File: src/rtl/serial_alu32_pkg.sv
`default_nettype none
// ============================================================================
// Module   : serial_alu32_pkg
// Brief    : Control codes, FSM state type and helpers for serial_alu32.
// Revision : 1.0
// ============================================================================
package serial_alu32_pkg;

    localparam logic [2:0] ALU_UADD  = 3'd0;
    localparam logic [2:0] ALU_ADDNB = 3'd1;  // A + ~B, carry-in 0
    localparam logic [2:0] ALU_ADD   = 3'd2;
    localparam logic [2:0] ALU_SUB   = 3'd3;
    localparam logic [2:0] ALU_AND   = 3'd4;
    localparam logic [2:0] ALU_OR    = 3'd5;
    localparam logic [2:0] ALU_NOR   = 3'd6;
    localparam logic [2:0] ALU_XOR   = 3'd7;

    typedef enum logic [1:0] {
        IDLE = 2'd0,
        RUN  = 2'd1,
        DONE = 2'd2
    } state_t;

    function automatic logic is_signed_arith(input logic [2:0] ctrl);
        return (ctrl == ALU_ADD) || (ctrl == ALU_SUB) || (ctrl == ALU_ADDNB);
    endfunction

endpackage
`default_nettype wire

File: src/rtl/serial_alu32_alu1.sv
`default_nettype none
// ============================================================================
// Module   : alu1
// Brief    : One-bit ALU slice; arithmetic codes share a full adder.
// Revision : 1.0
// ============================================================================
module alu1
    import serial_alu32_pkg::*;
(
    input  logic       a_i,
    input  logic       b_i,
    input  logic       cin_i,
    input  logic [2:0] control_i,
    output logic       result_o,
    output logic       cout_o
);

    logic w_b;
    logic w_sum;

    // B is inverted only for the subtract-style codes 1 and 3
    assign w_b    = b_i ^ (control_i[0] & ~control_i[2]);
    assign w_sum  = a_i ^ w_b ^ cin_i;
    assign cout_o = (a_i & w_b) | (a_i & cin_i) | (w_b & cin_i);

    always_comb begin
        result_o = w_sum;
        case (control_i)
            ALU_AND: result_o = a_i & b_i;
            ALU_OR:  result_o = a_i | b_i;
            ALU_NOR: result_o = ~(a_i | b_i);
            ALU_XOR: result_o = a_i ^ b_i;
            default: result_o = w_sum;
        endcase
    end

endmodule
`default_nettype wire

File: src/rtl/serial_alu32.sv
`default_nettype none
// ============================================================================
// Module   : serial_alu32
// Brief    : Bit-serial ALU sequencer driving one alu1 slice LSB-first.
//            Optional flag outputs enabled by macro SERIAL_ALU_FLAGS_EN.
// Revision : 1.0
// ============================================================================
module serial_alu32
    import serial_alu32_pkg::*;
#(
    parameter int WIDTH = 32
)
(
    input  logic             clock,
    input  logic             reset,
    input  logic             in_valid,
    output logic             in_ready,
    input  logic [WIDTH-1:0] A,
    input  logic [WIDTH-1:0] B,
    input  logic [2:0]       control,
    output logic             out_valid,
    input  logic             out_ready,
    output logic [WIDTH-1:0] out
`ifdef SERIAL_ALU_FLAGS_EN
    ,
    output logic             overflow,
    output logic             zero,
    output logic             negative
`endif
);

    localparam int CW = $clog2(WIDTH);

    state_t           state_q, state_d;
    logic [WIDTH-1:0] a_q, b_q, res_q;
    logic [2:0]       ctrl_q;
    logic [CW-1:0]    cnt_q;
    logic             carry_q;
    logic             w_bit, w_cout, w_accept, w_last;

    assign w_accept = in_valid && (state_q == IDLE);
    assign w_last   = (cnt_q == CW'(WIDTH - 1));

    alu1 u_alu1 (
        .a_i       (a_q[0]),
        .b_i       (b_q[0]),
        .cin_i     (carry_q),
        .control_i (ctrl_q),
        .result_o  (w_bit),
        .cout_o    (w_cout)
    );

    always_ff @(posedge clock) begin
        if (reset) state_q <= IDLE;
        else       state_q <= state_d;
    end

    always_comb begin
        state_d = state_q;
        case (state_q)
            IDLE:    if (in_valid)  state_d = RUN;
            RUN:     if (w_last)    state_d = DONE;
            DONE:    if (out_ready) state_d = IDLE;
            default: state_d = IDLE;
        endcase
    end

    always_comb begin
        in_ready  = 1'b0;
        out_valid = 1'b0;
        case (state_q)
            IDLE:    in_ready  = 1'b1;
            DONE:    out_valid = 1'b1;
            default: ;
        endcase
    end

    always_ff @(posedge clock) begin
        if (reset) begin
            a_q     <= '0;
            b_q     <= '0;
            res_q   <= '0;
            ctrl_q  <= '0;
            cnt_q   <= '0;
            carry_q <= 1'b0;
        end else if (w_accept) begin
            a_q     <= A;
            b_q     <= B;
            ctrl_q  <= control;
            cnt_q   <= '0;
            // code 1 shares the inverted-B path with SUB but starts carry at 0
            carry_q <= (control == ALU_SUB);
        end else if (state_q == RUN) begin
            a_q     <= a_q >> 1;
            b_q     <= b_q >> 1;
            res_q   <= {w_bit, res_q[WIDTH-1:1]};
            carry_q <= w_cout;
            cnt_q   <= cnt_q + CW'(1);
        end
    end

    assign out = res_q;

`ifdef SERIAL_ALU_FLAGS_EN
    logic ovf_q, zero_q, neg_q;

    always_ff @(posedge clock) begin
        if (reset) begin
            ovf_q  <= 1'b0;
            zero_q <= 1'b0;
            neg_q  <= 1'b0;
        end else if (w_accept) begin
            ovf_q  <= 1'b0;
            zero_q <= 1'b1;
            neg_q  <= 1'b0;
        end else if (state_q == RUN) begin
            if (w_bit) zero_q <= 1'b0;
            // on the MSB cycle carry_q is the carry into the MSB
            if (w_last) begin
                ovf_q <= is_signed_arith(ctrl_q) & (carry_q ^ w_cout);
                neg_q <= w_bit;
            end
        end
    end

    assign overflow = ovf_q;
    assign zero     = zero_q;
    assign negative = neg_q;
`endif

endmodule
`default_nettype wire

File: config.mk
export PLATFORM = sky130hd
export DESIGN_NAME = serial_alu32
export DESIGN_NICKNAME = d
export VERILOG_FILES = /design/src/rtl/serial_alu32_pkg.sv /design/src/rtl/serial_alu32_alu1.sv /design/src/rtl/serial_alu32.sv
export SDC_FILE = /design/constraint.sdc
export NUM_CORES = 1
export LEC_CHECK = 0
export BUFFER_PORTS_ARGS = -buffer_cell sky130_fd_sc_hd__clkbuf_2
export CAP_MARGIN = 20
export CORE_AREA = 3 3 97 117
export DETAILED_ROUTE_END_ITERATION = 10
export DIE_AREA = 0 0 100 120
export PLACE_DENSITY = 0.75
export SKIP_LAST_GASP = 1
export SYNTH_ARGS = -nofsm -noshare
export SYNTH_HDL_FRONTEND = slang
export SYNTH_HIERARCHICAL = 1
export SYNTH_SLANG_ARGS = --single-unit
File: constraint.sdc
create_clock -name clock -period 1.55 [get_ports clock]
set_input_delay 0.31 -clock clock [delete_from_list [all_inputs] [get_ports clock]]
set_output_delay 0.31 -clock clock [all_outputs]
set_load 0.005 [all_outputs]
==> out/qor.txt <==
Crit Reg-Reg Endpoint: out[31]$_SDFFE_PP0P_
Clk_lat worst skew: 0.34 ns
CTS tree: yes
Vias in the first global route: 4227
Total grt overflow: 0
Worst min-delay path startpoint: B[31]
Port bufs: 104
Wirelength, routed: 11.3 mm
HP Class: in2reg
CTS sink count: 107
Row cnt: 41
Sw Ratio: 26.4%
Psw: 1.62 mW
Final Max Slew Viols: 0
Max-cap violations: 0
DR vias/cell: 5.21
Peak VDD IR: 0.696 mV
Reg clk slew, reported paths: 0.07 ns
First-pass GRT wire length: 19.2 mm
Critical path required time: 1.83 ns
Final ANT Viol Nets: 0
Worst setup startpoint: ctrl_q[0]$_SDFFE_PP0P_
Syn Area/Cell: 8.06 um2
Normalized max-slew margin: 75.9%
Sequential share of power: 49.0%
Clock share of power: 34.9%
Share of cells above drive strength 1: 24.5%
Syn Inst Count: 633
Starting DRC count in detailed routing: 197
Synthesized flop and latch total: 107
Io pins: 105
Routability congestion estimate: 0.780
Worst-path maximum fanout: 2
Leakage: 2.50 nW
Post-cts gate resize count: 0
Status: finished with violations
Largest net degree at the start of global routing: 50
YS warnings: 6
Clock root buffer: clkbuf_16
P_int: 4.52 mW
Core ar.: 10400 um2
CTS max path bufs: 2
RSZ-0062 raised after global routing: yes
Initial Utilization: 49.0%
Final min period: 1.68 ns
Avg WL per Cell: 13.3 um
Final setup violation count: 1
Total power: 6.15 mW
Synth unique cells: 33
Ant diodes: 0
CP Capture Type: flop
Total Routing Usage GR: 19.4%
Chip width: 100 um
Post-synth ARST share: 0%
Layout area overhead: 18.8%
CP endpoint: out[31]$_SDFFE_PP0P_
Initial antenna violation count: 0
Cts bufs inserted: 9
DIE AREA: 12000 um2
R2R depth: 7
Post-route setup TNS: -0.126 ns
Combinational power share: 16.1%
Die H: 120 um
R2R Setup Slk: -0.13 ns
Vias: 4427
Main synth FF type: dfxtp_1
Seq/Total Area, Yosys: 42.0%
Nature of the critical path startpoint: flop
DR pass1 iterations: 4
DP HPWL: 7.70 mm
Failing checks: negative setup slack
Crit Path Category: reg2reg
Post-Syn Area: 5100 um2
Final Hold Vio Count: 0
Post-synth EDFFs: 0
Filler cell count: 952
Nets: 792
RR Startpoint: ctrl_q[0]$_SDFFE_PP0P_
DRC viols: 0
Post-synth net total: 709
Part of the cycle the worst path needs: 108%
Critical Path AT: 1.96 ns
PwrDens: 1010 nW/um2
Maximum clock rate: 597 MHz
Slew @ Worst Pin: 0.362 ns
Final WS setup: -0.126 ns
Skew final: 0.00705 ns
Htree depth: 3
## registers in the layout (all words and copies together), names as in the netlist
name	cells
ctrl_q	3
a_q	32
carry_q	1
out	32
b_q	32
cnt_q	5
state_q	2
## kinds of logic after synthesis
group	Yosys count	synth area share, %
AOI/OAI and AO/OA	109	11.1
xor gates and xnor gates	3	0.515
adders and majority gates	5	1.37
buffers and inverters	60	6.40
DFF	107	42.0
muxes	1	0.221
and+or+nand+nor	348	38.4
## how the worst min path moves through the flow
stage,depth (start not counted),end
floorplan,2,ctrl_q[0]$_SDFFE_PP0P_
global placement,2,out[0]$_SDFFE_PP0P_
detailed placement,2,cnt_q[4]$_SDFFE_PP0N_
CTS,3,b_q[31]$_SDFFE_PP0P_
global route,3,a_q[31]$_SDFFE_PP0P_
finish,3,b_q[31]$_SDFFE_PP0P_
## critical path, cell delays in order (launching register included)
cell      delay [ns]
dfxtp_2         0.32
nor2b_2         0.15
xnor2_1         0.17
fa_1            0.42
nor2b_1         0.14
a311oi_2        0.21
nand2_1         0.09
a21oi_1         0.12
## metrics by stage
stage | utilization, % | instances | instance area (um2) | hold slack, ns | setup WS, ns
finish | 58.2 | 850 | 6060 | 0.213 | -0.126
global route | 58.2 | 850 | 6060 | 0.210 | -0.204
CTS | 58.2 | 850 | 6060 | 0.199 | -0.135
detailed placement | 55.6 | 834 | 5790 | 0.455 | -0.118
global placement | 55.6 | 834 | 5790 | 0.445 | -0.0466
floorplan | - | 633 | 5100 | 0.438 | -0.0269
## layer usage
| metal | up-vias | part of all wire [%] | track usage, % |
|---|---|---|---|
| met5 | - | 0 | 0 |
| met1 | 2055 | 44 | 24.6 |
| met4 | 0 | 1.2 | 5.81 |
| met3 | 11 | 5.9 | 5.35 |
| li1 | 2272 | - | - |
| met2 | 89 | 49 | 32.1 |
## power groups by stage
stage	sequential [mW]	combinational [mW]	clock [mW]
after global placement	3.07	0.960	0
after detailed placement	3.08	0.996	0
after floorplan	3.05	0.731	0
after global routing	3.04	1.11	2.33
after CTS	3.01	1.00	2.20
final	3.01	0.989	2.15
## repair_timing
| item | in CTS | in global routing |
|---|---|---|
| buffers inserted | 0 | 0 |
| hold buffers | 0 | 0 |
| hold endpoints to repair | 0 | 0 |
| setup endpoints to repair | 1 | 1 |
## cells in the final DEF (no fill, tap or decap), drive strengths merged, types with 2 or more instances in the layout
cell type	synthesis	layout
or3b	63	63
nand2	77	77
nor2b	5	5
nand2b	65	65
buf	33	24
nor2	67	67
clkbuf	22	113
dfxtp	107	107
clkinv	0	2
o21ai	2	2
inv	5	8
a21oi	103	103
nor3b	2	2
xnor2	2	2
ha	4	4
nand3	3	3
nor3	62	62
## synthesized netlist by cell type (all sizes together) (3+ instances only)
master / n / area, um2
a21oi: 103 / 515
buf: 33 / 223
clkbuf: 22 / 85.1
dfxtp: 107 / 2140
ha: 4 / 50.1
inv: 5 / 18.8
nand2: 77 / 289
nand2b: 65 / 407
nand3: 3 / 15.0
nor2: 67 / 251
nor2b: 5 / 31.3
nor3: 62 / 360
or3b: 63 / 552
## area by class of cell
cell class	instances	area, um2	area share, %
Multi-Input combinational cell	466	2640	43.5
Sequential cell	107	2150	35.4
Timing Repair Buffer	127	821	13.5
Clock buffer	10	229	3.78
Tap cell	129	161	2.66
Clock inverter	6	46.3	0.764
Inverter	5	18.8	0.310
Note: power is estimated with default switching activity, not from simulation.
